--- config.mk ---
export PLATFORM = sky130hd
export DESIGN_NAME = local_fc_scheduler
export DESIGN_NICKNAME = d
export VERILOG_FILES = /design/src/rtl/local_fc_scheduler.sv
export SDC_FILE = /design/constraint.sdc
export NUM_CORES = 1
export LEC_CHECK = 0
export BUFFER_PORTS_ARGS = -buffer_cell sky130_fd_sc_hd__buf_2
export CAP_MARGIN = 20
export CELL_PAD_IN_SITES_DETAIL_PLACEMENT = 0
export CELL_PAD_IN_SITES_GLOBAL_PLACEMENT = 1
export CORE_AREA = 4 4 204 206
export DETAILED_ROUTE_END_ITERATION = 8
export DIE_AREA = 0 0 208 210
export PLACE_DENSITY = 0.64
export SLEW_MARGIN = 20
export SYNTH_ARGS = -nofsm -noshare
export SYNTH_HDL_FRONTEND = slang
export SYNTH_SLANG_ARGS = --single-unit
--- constraint.sdc ---
create_clock -name tx_frame_clk -period 2.4 [get_ports tx_frame_clk]
set_input_delay 0.72 -clock tx_frame_clk [delete_from_list [all_inputs] [get_ports tx_frame_clk]]
set_output_delay 0.72 -clock tx_frame_clk [all_outputs]
set_load 0.03 [all_outputs]
--- src/rtl/local_fc_scheduler.sv ---
// TX frame scheduler: turns local RX FIFO occupancy into XOFF/XON control frames
// and merges them, at priority, with user data. Optional refresh: FC_REFRESH_EN.
module local_fc_scheduler #(
   parameter int unsigned FRAME_WIDTH    = 256,
   parameter int unsigned CRC_WIDTH      = 12,
   parameter int unsigned OCC_WIDTH      = 10,
   parameter int unsigned HI_THRESH      = 768,
   parameter int unsigned LO_THRESH      = 256,
   parameter int unsigned REFRESH_CYCLES = 4096
) (
   input  logic                   tx_frame_clk,
   input  logic                   rst_n,
   input  logic [OCC_WIDTH-1:0]   rx_occupancy,
   input  logic                   remote_fc,
   input  logic [FRAME_WIDTH-1:0] user_frame,
   input  logic                   user_valid,
   output logic                   user_ready,
   output logic [FRAME_WIDTH-1:0] tx_frame,
   output logic                   tx_valid,
   input  logic                   tx_ready,
   output logic                   local_fc
);

   typedef enum logic [1:0] {RELEASED, PAUSE_PEND, PAUSED, RELEASE_PEND} state_t;

   localparam logic [OCC_WIDTH-1:0] HI      = OCC_WIDTH'(HI_THRESH);
   localparam logic [OCC_WIDTH-1:0] LO      = OCC_WIDTH'(LO_THRESH);
   localparam logic [7:0]           KEY_ON  = 8'h01;
   localparam logic [7:0]           KEY_OFF = 8'h02;

   state_t                   state, state_next;
   logic                     load_en, occ_hi, occ_lo;
   logic                     refresh_due, ctrl_pending, send_ctrl;
   logic [7:0]               ctrl_key;
   logic [FRAME_WIDTH-1:0]   ctrl_frame;

   assign load_en = !tx_valid || tx_ready;
   assign occ_hi  = rx_occupancy >= HI;
   assign occ_lo  = rx_occupancy <= LO;

   always_ff @(posedge tx_frame_clk or negedge rst_n) begin
      if (!rst_n) state <= RELEASED;
      else        state <= state_next;
   end

   // A threshold reversal before the pending frame goes out cancels it.
   always_comb begin
      state_next = state;
      case (state)
         RELEASED:     if (occ_hi) state_next = PAUSE_PEND;
         PAUSE_PEND:   if (occ_lo) state_next = RELEASED;
                       else if (load_en) state_next = PAUSED;
         PAUSED:       if (occ_lo) state_next = RELEASE_PEND;
         RELEASE_PEND: if (occ_hi) state_next = PAUSED;
                       else if (load_en) state_next = RELEASED;
         default:      state_next = RELEASED;
      endcase
   end

   // ctrl_pending uses registered state only, so user_ready never sees occupancy.
   always_comb begin
      ctrl_pending = 1'b0;
      send_ctrl    = 1'b0;
      ctrl_key     = '0;
      case (state)
         PAUSE_PEND: begin
            ctrl_pending = 1'b1;
            send_ctrl    = !occ_lo;
            ctrl_key     = KEY_ON;
         end
         RELEASE_PEND: begin
            ctrl_pending = 1'b1;
            send_ctrl    = !occ_hi;
            ctrl_key     = KEY_OFF;
         end
         PAUSED: begin
            ctrl_pending = refresh_due;
            send_ctrl    = refresh_due && !occ_lo;
            ctrl_key     = KEY_ON;
         end
         default: begin
            ctrl_pending = refresh_due;
            send_ctrl    = refresh_due && !occ_hi;
            ctrl_key     = KEY_OFF;
         end
      endcase
      ctrl_frame                 = '0;
      ctrl_frame[CRC_WIDTH +: 8] = ctrl_key;
   end

   assign user_ready = rst_n && load_en && !ctrl_pending && !remote_fc;

   always_ff @(posedge tx_frame_clk or negedge rst_n) begin
      if (!rst_n) begin
         tx_frame <= '0;
         tx_valid <= 1'b0;
         local_fc <= 1'b0;
      end else if (load_en) begin
         if (send_ctrl) begin
            tx_frame <= ctrl_frame;
            tx_valid <= 1'b1;
            local_fc <= (ctrl_key == KEY_ON);
         end else if (user_valid && user_ready) begin
            tx_frame <= user_frame;
            tx_valid <= 1'b1;
         end else begin
            tx_valid <= 1'b0;
         end
      end
   end

`ifdef FC_REFRESH_EN
   localparam int unsigned     CNT_W    = (REFRESH_CYCLES > 1) ? $clog2(REFRESH_CYCLES) : 1;
   localparam logic [CNT_W-1:0] CNT_LAST = CNT_W'(REFRESH_CYCLES - 1);

   logic [CNT_W-1:0] refresh_cnt;

   // Counter parks at its last value until the re-send is actually loaded.
   always_ff @(posedge tx_frame_clk or negedge rst_n) begin
      if (!rst_n) begin
         refresh_cnt <= '0;
      end else if (state_next != state) begin
         refresh_cnt <= '0;
      end else if (state == RELEASED || state == PAUSED) begin
         if (load_en && send_ctrl)       refresh_cnt <= '0;
         else if (refresh_cnt != CNT_LAST) refresh_cnt <= refresh_cnt + 1'b1;
      end
   end

   assign refresh_due = (state == RELEASED || state == PAUSED) && (refresh_cnt == CNT_LAST);
`else
   logic cfg_unused;
   assign cfg_unused  = (REFRESH_CYCLES == 0);
   assign refresh_due = 1'b0;
`endif

endmodule

==> out/metrics.cfg <==
[hold_path]
worst_hold_path_type=in2async

[drt]
antenna_left=0
route.detailed.vias_per_inst=4.527
drtIter0Drc=518
vias=7668
drcViolationCount=0
routedWlPerCell_um=18.47
detail_route.wirelength_um=31290
drt_pass1_iterations=4

[sta]
holdWs_ns=0.1369
post-route-worst-setup-slack_ns=0.04515
setup-violations-final=0
finalSetupTns_ns=0
hold_violations=0
fin_crit_sh_pct=98.12
fmaxAchievable_ghz=0.4247
slew_limit_fails=0
layout_min_cycle_time_ns=2.355
rsz0062_at_grt=true
clock-skew-final_ns=0.007400
maxSlewHeadroom_pct=48.56
worstMarginPinSlew_ns=0.7716

[power]
p_clk_share_pct=26.6
combinationalPowerShare_pct=38.2
seq_power_share_pct=35.1
switchingPower_mw=6.840
leakage_nw=7.717
ir_drop_uv=559.9
internal-power_mw=10.64
power-per-cell-area_nw_per_um2=1267
switching_share_pct=39.14
total_power_mw=17.48

[final_layout]
final_net_count=1423
drive_above_1_share_pct=52.69
syn_to_final_growth_pct=47.23
antenna-diode-count=0
fin_cells=1694

[yosys]
netlist-cell-type-count=27
netlist_area_um2=9366
post_synth.cell_area_avg_um2=15.28
synth.ff_latch_count=260
syn-instance-count=613
yosysSeqAreaShare_pct=69.46
syn_nets=889
ys_warn_count=0

[grt]
globalRouteTotalUtil_pct=13.40
globalRouteOverflowTotal=0
grt_pass1_wl_um=47670
maximum_number_of_pins_on_one_net_before_global_route_repair=169
first_global_vias=7991
number_of_antenna_violations_at_the_first_check_in_global_routing=1

[die]
core_um2=39640
fp.dieW_um=208
placementRows=73
initial_utilization_pct=23.63
die_h_um=210
fp.dieArea_um2=43680
pin_count=530

[placement]
post-dp-hpwl_um=22850
placement.setup.worst_slack_ns=-0.3177
place.port_buffers=529
dpl.cell_count=1635
gp_routability_congestion=0.8398

[clocking]
clk_latency_ns=0.55
cts_tree=yes
cts.root.buffer_cell=clkbuf_16
ctsHtreeMaxLevel=1
clkSlewWorstSetupHoldPaths_ns=0.06
clock-sinks=260
cts-buffers-inserted=29
max-clock-path-buffers=3

[setup_path]
reg2reg_from=state[1]$_DFFE_PN0P_
worstPathRequired_ns=1.68
setup.worst_path.end_class=primary output
regToRegSetupSlack_ns=0.23
cp-startpoint=state[0]$_DFFE_PN0P_
arrival_ns=1.63
timing.critical_path.from_type=flop
crit_path_end=user_ready
critical_path_class=reg2out
worst_r2r_endpoint=tx_frame[18]$_DFFE_PN0P_
crit_fanout=3
ff2ff_path_depth=10

[status]
run_status=finished clean

[job]
cap_violations=0

[power by group through the flow]
stage	sequential (mW)	clock, mW	combinational, mW
floorplan	8.36	0	2.18
global placement	6.21	0	6.68
detailed placement	6.17	0	6.73
CTS	6.14	4.82	6.78
global route	6.27	5.00	7.12
finish	6.14	4.65	6.68
[worst max-delay path, cell delays in order (launching register included)]
cell and delay, ns:
dfrtp_1 0.41, ha_2 0.22, nor4_4 0.28, buf_6 0.18
[final cells by class]
type / instances / area (um2)
clock inverters: 13 / 177.7
flip-flops and latches: 260 / 6506
multi-input cells: 293 / 2532
fillers: 4004 / 25850
inverters: 3 / 11.26
repair buffers: 560 / 3079
well taps: 525 / 656.9
clock buffers: 40 / 827.0
[cell families (layout without fill, tap and decap cells)]
| kind of cell | count (synthesis) | in the layout | share of synthesized area (%) |
|---|---|---|---|
| compound gates | 271 | 271 | 25.06 |
| fa+ha+maj | 5 | 5 | 0.6679 |
| buf+inv | 60 | 616 | 3.794 |
| flops | 260 | 260 | 69.46 |
| simple gates | 17 | 17 | 1.015 |
[state kept, by name (all words and copies together), names as in the netlist]
| name | cells |
|---|---|
| state | 2 |
| local_fc | 1 |
| tx_frame | 256 |
| tx_valid | 1 |
[cell usage in the layout (no fill, tap or decap), drive strengths merged, types with 3 or more instances in the layout]
| cell | Yosys | routed |
|---|---|---|
| buf | 35 | 560 |
| dfrtp | 260 | 260 |
| a22o | 254 | 254 |
| clkbuf | 22 | 40 |
| clkinv | 0 | 6 |
| nand2 | 5 | 5 |
| o21ai | 5 | 5 |
| ha | 5 | 5 |
| bufinv | 0 | 4 |
| inv | 3 | 4 |
| o221a | 3 | 3 |
[Yosys cell counts]
cell        n  share of area (%)
buf_6      10                1.2
a22o_1    254                 24
buf_1       3               0.12
dfrtp_1   260                 69
buf_2      14               0.75
nor2_1      2              0.080
inv_1       3               0.12
o21ai_0     4               0.21
o221a_2     3               0.36
buf_8       1               0.16
ha_1        5               0.67
o32a_1      1               0.11
or4_1       2               0.16
nor4_2      1               0.13
a31oi_1     1              0.067
nand2b_1    2               0.13
nor2b_1     1              0.067
o211ai_1    2               0.16
a21oi_1     2               0.11
a22oi_1     2               0.16
nand2_1     5               0.20
buf_4       7               0.56
clkbuf_1   22               0.88
nand3_1     2               0.11
o21ai_1     1              0.053
a21o_1      1              0.080
and2_1      2               0.13
[stage by stage]
step,instance area (um2),util [%]
floorplan,9375,-
global placement,12710,32.06
detailed placement,12710,32.06
CTS,13760,34.72
global route,13790,34.79
finish,13790,34.79
[layer usage]
metal / wire (um) / track usage, % / share of wire [%] / vias up
met5: 7 / 0 / 0.022 / -
met4: 717 / 3.058 / 2.3 / 2
met3: 2690 / 4.644 / 8.6 / 42
met2: 15320 / 22.31 / 49 / 361
met1: 12560 / 17.00 / 40 / 3821
li1: - / - / - / 3442
[how the worst min path moves through the flow]
| stage | start | endpoint | depth (start not counted) |
|---|---|---|---|
| 2_1_floorplan | rst_n | local_fc$_DFFE_PN0P_ | 0 |
| 3_3_place_gp | tx_frame[153]$_DFFE_PN0P_ | tx_frame[153]$_DFFE_PN0P_ | 1 |
| 3_5_place_dp | tx_frame[71]$_DFFE_PN0P_ | tx_frame[71]$_DFFE_PN0P_ | 1 |
| 4_1_cts | rst_n | tx_frame[202]$_DFFE_PN0P_ | 2 |
| 5_1_grt | rst_n | tx_frame[175]$_DFFE_PN0P_ | 2 |
| 6_report | rst_n | tx_frame[198]$_DFFE_PN0P_ | 2 |
[repair_timing]
| action | 4_1_cts | 5_1_grt |
|---|---|---|
| pin swaps | 1 | 0 |
| hold buffers | 0 | 0 |
| endpoints found under the hold margin | 0 | 0 |
| buffers inserted | 5 | 0 |
| gates cloned | 0 | 0 |
| setup endpoints to repair | 1 | 1 |
| resized for setup | 4 | 0 |
Power figures use the tool's default switching activity.
